===== config.mk =====
export PLATFORM = sky130hd
export DESIGN_NAME = trace_monitor
export DESIGN_NICKNAME = d
export VERILOG_FILES = /design/src/rtl/trace_pkg.sv /design/src/rtl/trace_fifo.sv /design/src/rtl/trace_monitor.sv
export SDC_FILE = /design/constraint.sdc
export NUM_CORES = 1
export LEC_CHECK = 0
export CAP_MARGIN = 30
export CORE_MARGIN = 1.5
export CORE_UTILIZATION = 35
export CTS_BUF_LIST = sky130_fd_sc_hd__clkbuf_8
export CTS_CLUSTER_DIAMETER = 40
export DETAILED_ROUTE_END_ITERATION = 7
export DONT_BUFFER_PORTS = 1
export SLEW_MARGIN = 0
export SYNTH_ARGS = -nofsm -noshare
export SYNTH_HDL_FRONTEND = slang
export SYNTH_SLANG_ARGS = --single-unit
export TNS_END_PERCENT = 50

===== constraint.sdc =====
create_clock -name Clk -period 7.59 [get_ports Clk]
set_input_delay 0.759 -clock Clk [delete_from_list [all_inputs] [get_ports Clk]]
set_output_delay 0.759 -clock Clk [all_outputs]
set_load 0.1 [all_outputs]

===== src/rtl/trace_pkg.sv =====
`default_nettype none
// ============================================================================
// Module      : trace_pkg
// Description : Shared types and constants for the instruction trace monitor.
//               Holds the monitor state encoding and the trace entry width.
// Revision    : 1.0 - initial release
// ============================================================================
package trace_pkg;

  // Default field widths of one trace entry {PC, IR}
  localparam int unsigned TRACE_PC_W = 8;
  localparam int unsigned TRACE_IR_W = 16;

  // Width of one stored entry: program counter concatenated with instruction
  function automatic int unsigned trace_entry_w(input int unsigned pc_w,
                                                input int unsigned ir_w);
    return pc_w + ir_w;
  endfunction

  localparam int unsigned TRACE_ENTRY_W = trace_entry_w(TRACE_PC_W, TRACE_IR_W);

  // Monitor state encoding
  typedef enum logic [1:0] {
    ST_IDLE    = 2'd0,
    ST_RUN     = 2'd1,
    ST_HALTED  = 2'd2,
    ST_TIMEOUT = 2'd3
  } trace_state_e;

endpackage
`default_nettype wire


===== src/rtl/trace_fifo.sv =====
`default_nettype none
// ============================================================================
// Module      : trace_fifo
// Description : Circular trace buffer with first-word fall-through read,
//               entry count, sticky overflow flag and selectable full-buffer
//               policy (drop oldest or drop newest).
// Revision    : 1.0 - initial release
// ============================================================================
module trace_fifo #(
  parameter int unsigned WIDTH     = 24,
  parameter int unsigned DEPTH     = 8,
  parameter bit          OVERWRITE = 1'b1,
  localparam int unsigned PTR_W    = $clog2(DEPTH),
  localparam int unsigned CNT_W    = PTR_W + 1
) (
  input  logic             clk,
  input  logic             rst_n,
  input  logic             i_clr,
  input  logic             i_push,
  input  logic [WIDTH-1:0] i_push_data,
  input  logic             i_pop,
  output logic [WIDTH-1:0] o_rd_data,
  output logic             o_rd_valid,
  output logic [CNT_W-1:0] o_count,
  output logic             o_overflow
);

  logic [WIDTH-1:0] r_mem [DEPTH];
  logic [PTR_W-1:0] r_wp;
  logic [PTR_W-1:0] r_rp;
  logic [CNT_W-1:0] r_count;
  logic             r_overflow;

  logic             w_full;
  logic             w_empty;
  logic             w_do_pop;
  logic             w_wr;
  logic             w_rd;
  logic             w_ovf_set;
  logic [CNT_W-1:0] w_count_next;

  assign w_full  = (r_count == CNT_W'(DEPTH));
  assign w_empty = (r_count == '0);

  // A requested pop only counts when something is held; a simultaneous pop
  // frees the slot so a push into a full buffer is then not an overflow.
  assign w_do_pop  = i_pop && !w_empty;
  assign w_ovf_set = i_push && w_full && !w_do_pop;
  assign w_wr      = i_push && (!w_full || w_do_pop || OVERWRITE);
  assign w_rd      = w_do_pop || (w_ovf_set && OVERWRITE);

  // Entry count follows the net effect of the write and read pointer moves
  always_comb begin
    w_count_next = r_count;
    if (w_wr && !w_rd) begin
      w_count_next = r_count + CNT_W'(1);
    end else if (!w_wr && w_rd) begin
      w_count_next = r_count - CNT_W'(1);
    end
  end

  // Pointers, count and sticky overflow; clear wins over any push or pop
  always_ff @(posedge clk or negedge rst_n) begin
    if (!rst_n) begin
      r_wp       <= '0;
      r_rp       <= '0;
      r_count    <= '0;
      r_overflow <= 1'b0;
    end else if (i_clr) begin
      r_wp       <= '0;
      r_rp       <= '0;
      r_count    <= '0;
      r_overflow <= 1'b0;
    end else begin
      if (w_wr) r_wp <= r_wp + PTR_W'(1);
      if (w_rd) r_rp <= r_rp + PTR_W'(1);
      r_count <= w_count_next;
      if (w_ovf_set) r_overflow <= 1'b1;
    end
  end

  // Entry storage; contents are only visible while the count is non-zero
  always_ff @(posedge clk) begin
    if (w_wr && !i_clr) r_mem[r_wp] <= i_push_data;
  end

  assign o_rd_data  = w_empty ? '0 : r_mem[r_rp];
  assign o_rd_valid = !w_empty;
  assign o_count    = r_count;
  assign o_overflow = r_overflow;

endmodule
`default_nettype wire


===== src/rtl/trace_monitor.sv =====
`default_nettype none
// ============================================================================
// Module      : trace_monitor
// Description : Watches a processor's PC/IR, records each new PC with its
//               instruction into a trace buffer, and stops on a halt word or
//               after a cycle limit.
// Revision    : 1.0 - initial release
// ============================================================================
module trace_monitor
  import trace_pkg::*;
#(
  parameter int unsigned    IR_W      = TRACE_IR_W,
  parameter int unsigned    PC_W      = TRACE_PC_W,
  parameter int unsigned    DEPTH     = 8,
  parameter logic [IR_W-1:0] HALT_WORD = 16'h6000,
  parameter int unsigned    TIMEOUT   = 1000,
  parameter bit             OVERWRITE = 1'b1
) (
  input  logic                    Clk,
  input  logic                    Reset,
  input  logic                    Start,
  input  logic [IR_W-1:0]         IR_In,
  input  logic [PC_W-1:0]         PC_In,
  input  logic                    Rd_En,
  output logic [PC_W+IR_W-1:0]    Rd_Data,
  output logic                    Rd_Valid,
  output logic [$clog2(DEPTH):0]  Count,
  output logic                    Halted,
  output logic                    Timed_Out,
  output logic                    Overflow,
  output logic [31:0]             Cycles
);

  localparam int unsigned c_ENTRY_W = trace_entry_w(PC_W, IR_W);

  trace_state_e    r_state;
  trace_state_e    w_state_next;
  logic [31:0]     r_cycles;
  logic [31:0]     w_cycles_inc;
  logic            r_first;
  logic [PC_W-1:0] r_last_pc;
  logic            w_run;
  logic            w_halted;
  logic            w_timed_out;
  logic            w_push;

  assign w_cycles_inc = (r_cycles == '1) ? r_cycles : r_cycles + 32'd1;

  // Start owns its edge entirely, so a push can never coincide with the clear
  assign w_push = w_run && !Start && (r_first || (PC_In != r_last_pc));

  // State register
  always_ff @(posedge Clk or negedge Reset) begin
    if (!Reset) r_state <= ST_IDLE;
    else        r_state <= w_state_next;
  end

  // Next state: halt has priority over the cycle limit at the same edge
  always_comb begin
    w_state_next = r_state;
    if (Start) begin
      w_state_next = ST_RUN;
    end else if (r_state == ST_RUN) begin
      if (IR_In == HALT_WORD)             w_state_next = ST_HALTED;
      else if (w_cycles_inc == TIMEOUT)   w_state_next = ST_TIMEOUT;
    end
  end

  // State-decoded outputs
  always_comb begin
    w_run       = 1'b0;
    w_halted    = 1'b0;
    w_timed_out = 1'b0;
    case (r_state)
      ST_RUN:     w_run       = 1'b1;
      ST_HALTED:  w_halted    = 1'b1;
      ST_TIMEOUT: w_timed_out = 1'b1;
      default:    ;
    endcase
  end

  // Cycle counter, first-edge marker and last pushed PC
  always_ff @(posedge Clk or negedge Reset) begin
    if (!Reset) begin
      r_cycles  <= '0;
      r_first   <= 1'b0;
      r_last_pc <= '0;
    end else if (Start) begin
      r_cycles  <= '0;
      r_first   <= 1'b1;
    end else begin
      if (w_run)  r_cycles  <= w_cycles_inc;
      if (w_run)  r_first   <= 1'b0;
      if (w_push) r_last_pc <= PC_In;
    end
  end

  trace_fifo #(
    .WIDTH     (c_ENTRY_W),
    .DEPTH     (DEPTH),
    .OVERWRITE (OVERWRITE)
  ) u_fifo (
    .clk         (Clk),
    .rst_n       (Reset),
    .i_clr       (Start),
    .i_push      (w_push),
    .i_push_data ({PC_In, IR_In}),
    .i_pop       (Rd_En),
    .o_rd_data   (Rd_Data),
    .o_rd_valid  (Rd_Valid),
    .o_count     (Count),
    .o_overflow  (Overflow)
  );

  assign Halted    = w_halted;
  assign Timed_Out = w_timed_out;
  assign Cycles    = r_cycles;

endmodule
`default_nettype wire


==> results.cfg, run 1 <==
[outcome]
status = completed

[final_layout]
seqCellArea_um2 = 7120
final_nets = 822
final_cell_mix = edfxtp_1, dfrtp_1, nor2_1
final_common_cell = edfxtp_1
final_layout_size_suffix_gt1_share_pct = 28.5
num_antenna_cells = 0
final_util_pct = 43.6
multiInputGateArea_um2 = 3600
area_growth_pct = 22.7
fillCellCount = 2659

[power_and_ir_drop]
vdd_ir_drop_max_uv = 212
finalPower_w = 0.00470
p_per_area_nw_per_um2 = 354
power_leakage_nw = 4.61

[hold_path]
hold_path.class = in -> async

[placement]
hpwlAfterDp_um = 14500
gp_congestion = 0.884
io_buffers = 0
pre_cts_slack_ns = 3.80

[timing]
finalSetupViolations = 0
fin_crit_sh_pct = 48.2
setup_tns_ns = 0
finalHoldViolations = 0
max_clock_freq_mhz = 273
worst_slack_ns = 3.93
worst_slew_pin_slew_ns = 1.01
fin_skew_ns = 0.0263
max_slew_margin_pct = 32.8
rsz0062_at_grt = no
fin_crit_ns = 3.66
maxSlewViolCount = 0

[logic_synthesis]
synth_seq_cells = 246
synthCells = 710
synth_area_leaders = edfxtp_1, dfrtp_1, mux4_2
synth_area_leader_cell = edfxtp_1
async_flop_share_pct = 22.0
synth_flop_cell = edfxtp_1
synth_cell_types = 61
syn_avg_cell_area_um2 = 15.3
synth_edf_count = 192
yosys_warnings = 0
syn_nets = 744
synth_area_um2 = 10800
synth_seq_area_share_pct = 65.7
synth_top_area_share_pct = 53.2

[setup_path]
crit_family = simple AND/OR/NAND/NOR gates
critPathArrivalTime_ns = 4.15
startpoint_type = flop
cp_slowest_stage_delay_ns = 1.00
crit_fanout = 16
cp_cell_sequence = ha_1 > and4_1 > nand3_4 > nor4b_4 > a21oi_1 > o32a_1 > nor4_1 > a31o_1
endpoint_kind = flop
cp_slowest_cell = dfrtp_1
cp.buffers_inverters = 0
required_ns = 8.08
path_class = reg -> reg

[die]
initial_core_util_pct = 35.5
die_area_um2 = 32000
pin_count = 92
fp.dieW_um = 179
core_um2 = 30500
fp-row-count = 64
die_y_um = 179

[clock_tree]
post_cts.repair.setup_buffers = 0
cts_root_buffer = clkbuf_8
cts.htree.levels = 2
cts_buffer_depth = 3
cts_hold_buf = 1
cts_made_buffers = 44
cts_tree = done
clk_pin_slew_ns = 0.06
ctsResizeCount = 0
clock_sinks = 246
clock_latency_ns = 0.57

[global_route]
grt_start_max_net_pins = 55
grt_pass1_wl_um = 38000
grt_pass1_vias = 6702
antenna_found_initial = 0
gr-usage-all-layers_pct = 15.6
gr-total-overflow = 0

[detailed_routing]
drc = 0
wl_per_cell_um = 19.8
drt-initial-drc-count = 349
final_antenna_net_count = 0
dr_total_vias = 6395
via_per_inst = 5.25
totalWireLength_um = 24100
drtPass1Iterations = 5

[flow_run]
max-cap-violations = 0
## cells in the mapped netlist (all sizes together), types with 13 or more instances
cell and count:
nand2 28, mux4 48, edfxtp 192, nand4 16, xnor2 21, nor3 14
nand3 24, nor2 79, clkbuf 16, o21ai 20, mux2i 30, buf 23
dfrtp 54, nor4 15, xor2 23, inv 13
## cells by family after synthesis
group,Yosys count,synth area share [%]
AND/OR/NAND/NOR,223,11.2
buffers and inverters,52,2.02
XOR/XNOR,44,3.56
flip-flops,246,65.7
adder cells (fa/ha/maj),6,0.762
AO/OA/AOI/OAI,52,3.12
multiplexers,87,13.7
## worst reg2reg max path, delay by kind of cell (launching register included)
| family | cells | cell delay [ns] |
|---|---|---|
| AND/OR/NAND/NOR | 4 | 1.59 |
| flip-flops | 1 | 1.00 |
| AO/OA/AOI/OAI | 3 | 0.61 |
| adder cells (fa/ha/maj) | 1 | 0.39 |
## where the power goes
group / switching (W) / internal (W) / total (W)
logic: 0.00119 / 0.000700 / 0.00190
clock network: 0.000558 / 0.000655 / 0.00121
registers: 0.0000808 / 0.00151 / 0.00159
## per-stage QoR
step,hold slack [ns],instances,cell area (µm²)
final,0.0548,1218,13300
after global routing,0.0334,1218,13300
after CTS,0.0263,1215,13200
after detailed placement,0.465,1134,12300
after global placement,0.465,1095,11500
after floorplan,0.447,710,10800
## state kept, by name, indices dropped and copies added (netlist names)
name / cells
r_last_pc: 8
u_fifo.r_wp: 3
u_fifo.r_mem: 192
u_fifo.o_count: 4
r_first: 1
u_fifo.o_overflow: 1
Cycles: 32
u_fifo.r_rp: 3
r_state: 2
## metal layers
layer	wire length [µm]	vias to the layer above	part of all wire [%]	GRT usage [%]
li1	-	2904	-	-
met1	9790	3218	41	19.4
met2	11800	219	49	26.0
met3	1950	54	8.1	4.54
met4	555	0	2.3	5.00
met5	0	-	0	0
## worst paths after layout
check,startpoint,to,slack [ns],depth (start not counted)
max reg2reg,Cycles[0]$_DFFE_PN0P_,r_state[1]$_DFFE_PN0P_,3.93,8
min reg2reg,r_first$_DFFE_PN0P_,r_first$_DFFE_PN0P_,0.50,2
max,Cycles[0]$_DFFE_PN0P_,r_state[1]$_DFFE_PN0P_,3.93,8
min,Reset,Cycles[18]$_DFFE_PN0P_,0.05,1
max in group asynchronous,Reset,u_fifo.r_rp[1]$_DFFE_PN0P_,7.27,1
min in group Clk,Start,u_fifo.o_overflow$_DFFE_PN0P_,0.25,1
## area by class of cell
cell class                 instances  share of cell area, %
clock buffer                      44                   4.55
multi-input combinational        412                   27.1
sequential                       246                   53.6
clock inverter                    36                   1.97
timing repair buffer              71                   8.76
tap                              396                   3.73
inverter                          13                  0.367
No activity file was read; power rests on OpenSTA's default activity.
==> inputs of run 2 (changes only) <==
==> constraint.sdc (replaced) <==
create_clock -name Clk -period 3.37 [get_ports Clk]
set_input_delay 0.337 -clock Clk [delete_from_list [all_inputs] [get_ports Clk]]
set_output_delay 0.337 -clock Clk [all_outputs]
set_load 0.1 [all_outputs]
==> results.cfg, run 2 (synthesis results as in run 1) <==
[final_layout]
final_cell_area_um2 = 13000
largest_register_ff_count = 192
area_growth_pct = 20.4
regMostFlops = u_fifo.r_mem
final_nets = 859
final_cell_mix = edfxtp_1, buf_4, dfrtp_1, nor2_1, mux4_2
final_common_cell = edfxtp_1
final_util_pct = 42.8
num_antenna_cells = 0
final_layout_size_suffix_gt1_share_pct = 28.5
finalNonFillerCells = 1248

[timing]
max_clock_freq_mhz = 337
finalSetupViolations = 0
worst_slack_ns = 0.404
maxSlewViolCount = 0
worst_slew_pin_slew_ns = 0.916
fin_crit_sh_pct = 88.0
finalHoldViolations = 0
fin_skew_ns = 0.0264
max_slew_margin_pct = 38.9
rsz0062_at_grt = no
whs_ns = 0.0395
fin_crit_ns = 2.97

[placement]
placed_area_um2 = 12000
gp_congestion = 0.942
pre_cts_slack_ns = 0.808
io_buffers = 0
place_inst = 1149
hpwlAfterDp_um = 15100

[die]
die_y_um = 179
core_um2 = 30500
pin_count = 92
initial_core_util_pct = 35.5
fp.dieW_um = 179
fp-row-count = 64
die_area_um2 = 32000

[global_route]
grt_pass1_vias = 6606
gr-total-overflow = 0
gr-usage-all-layers_pct = 16.1
grt_start_max_net_pins = 55
grt_pass1_wl_um = 38700
antenna_found_initial = 0

[clock_tree]
clock_sinks = 246
post_cts.repair.setup_buffers = 0
clock_latency_ns = 0.55
cts.htree.levels = 2
cts_tree = done
ctsResizeCount = 0
cts_root_buffer = clkbuf_8
cts_hold_buf = 28
clk_pin_slew_ns = 0.06
cts_made_buffers = 42
cts_buffer_depth = 3

[setup_path]
r2r_slack_ns = 0.77
path_class = reg -> out
reg2reg_depth = 8
critPathArrivalTime_ns = 2.63
startpoint_type = flop
rr_endpoint = r_state[1]$_DFFE_PN0P_
required_ns = 3.03
endpoint_kind = output pin
crit_fanout = 19
r2r_start = Cycles[1]$_DFFE_PN0P_

[detailed_routing]
final_antenna_net_count = 0
via_per_inst = 5.15
drc = 0
drtPass1Iterations = 5
totalWireLength_um = 25200
drt-initial-drc-count = 421
wl_per_cell_um = 20.2
dr_total_vias = 6423

[flow_run]
max-cap-violations = 0

[outcome]
status = completed

[power_and_ir_drop]
p_per_area_nw_per_um2 = 753
vdd_ir_drop_max_uv = 454
power_leakage_nw = 4.57

[hold_path]
hold_end = u_fifo.o_count[2]$_DFFE_PN0P_
min-delay-start = Start
hold_path.class = in -> reg
hold_depth = 2
[run 2: cell type report]
class / instances / area [µm²]
tap: 396 / 495
clock inverter: 28 / 193
timing repair buffer: 110 / 988
inverter: 13 / 48.8
clock buffer: 43 / 592
multi-input combinational: 412 / 3600
fill: 2764 / 17500
sequential: 246 / 7120
[run 2: how the worst max path moves through the flow]
stage / slack [ns] / startpoint / to
6_report: 0.40 / u_fifo.r_rp[0]$_DFFE_PN0P_ / Rd_Data[0]
5_1_grt: 0.26 / u_fifo.r_rp[0]$_DFFE_PN0P_ / Rd_Data[0]
4_1_cts: 0.32 / u_fifo.r_rp[0]$_DFFE_PN0P_ / Rd_Data[0]
3_5_place_dp: 0.81 / Cycles[1]$_DFFE_PN0P_ / r_state[1]$_DFFE_PN0P_
3_3_place_gp: 0.83 / Cycles[18]$_DFFE_PN0P_ / r_state[1]$_DFFE_PN0P_
2_1_floorplan: -0.27 / r_state[1]$_DFFE_PN0P_ / u_fifo.r_mem[3][0]$_DFFE_PP_
[run 2: routing by layer]
metal / up-vias / GRT usage, % / wire length [µm] / share of wire [%]
met5: - / 0 / 0 / 0
li1: 2961 / - / - / -
met2: 187 / 27.3 / 12400 / 49
met1: 3237 / 20.8 / 10900 / 43
met3: 38 / 3.88 / 1600 / 6.3
met4: 0 / 4.13 / 340 / 1.3
[run 2: power by group]
group          internal, W  leakage, nW  switching [W]  total (W)
Clock              0.00135        0.445        0.00118    0.00253
Combinational      0.00109         1.66        0.00262    0.00371
Sequential         0.00341         2.46       0.000173    0.00358
[run 2: worst max-delay path: stages (launching register included)]
cell and delay [ns]:
dfrtp_4 0.67, buf_4 0.31, mux4_2 0.53, mux2i_1 0.28
nor2_2 0.05, buf_4 0.24
[run 2: per-stage QoR]
stage          TNS, ns  power (W)
2_1_floorplan   -15.17    0.00646
3_3_place_gp         0    0.00729
3_5_place_dp         0    0.00733
4_1_cts              0    0.00997
5_1_grt              0     0.0103
6_report             0    0.00982
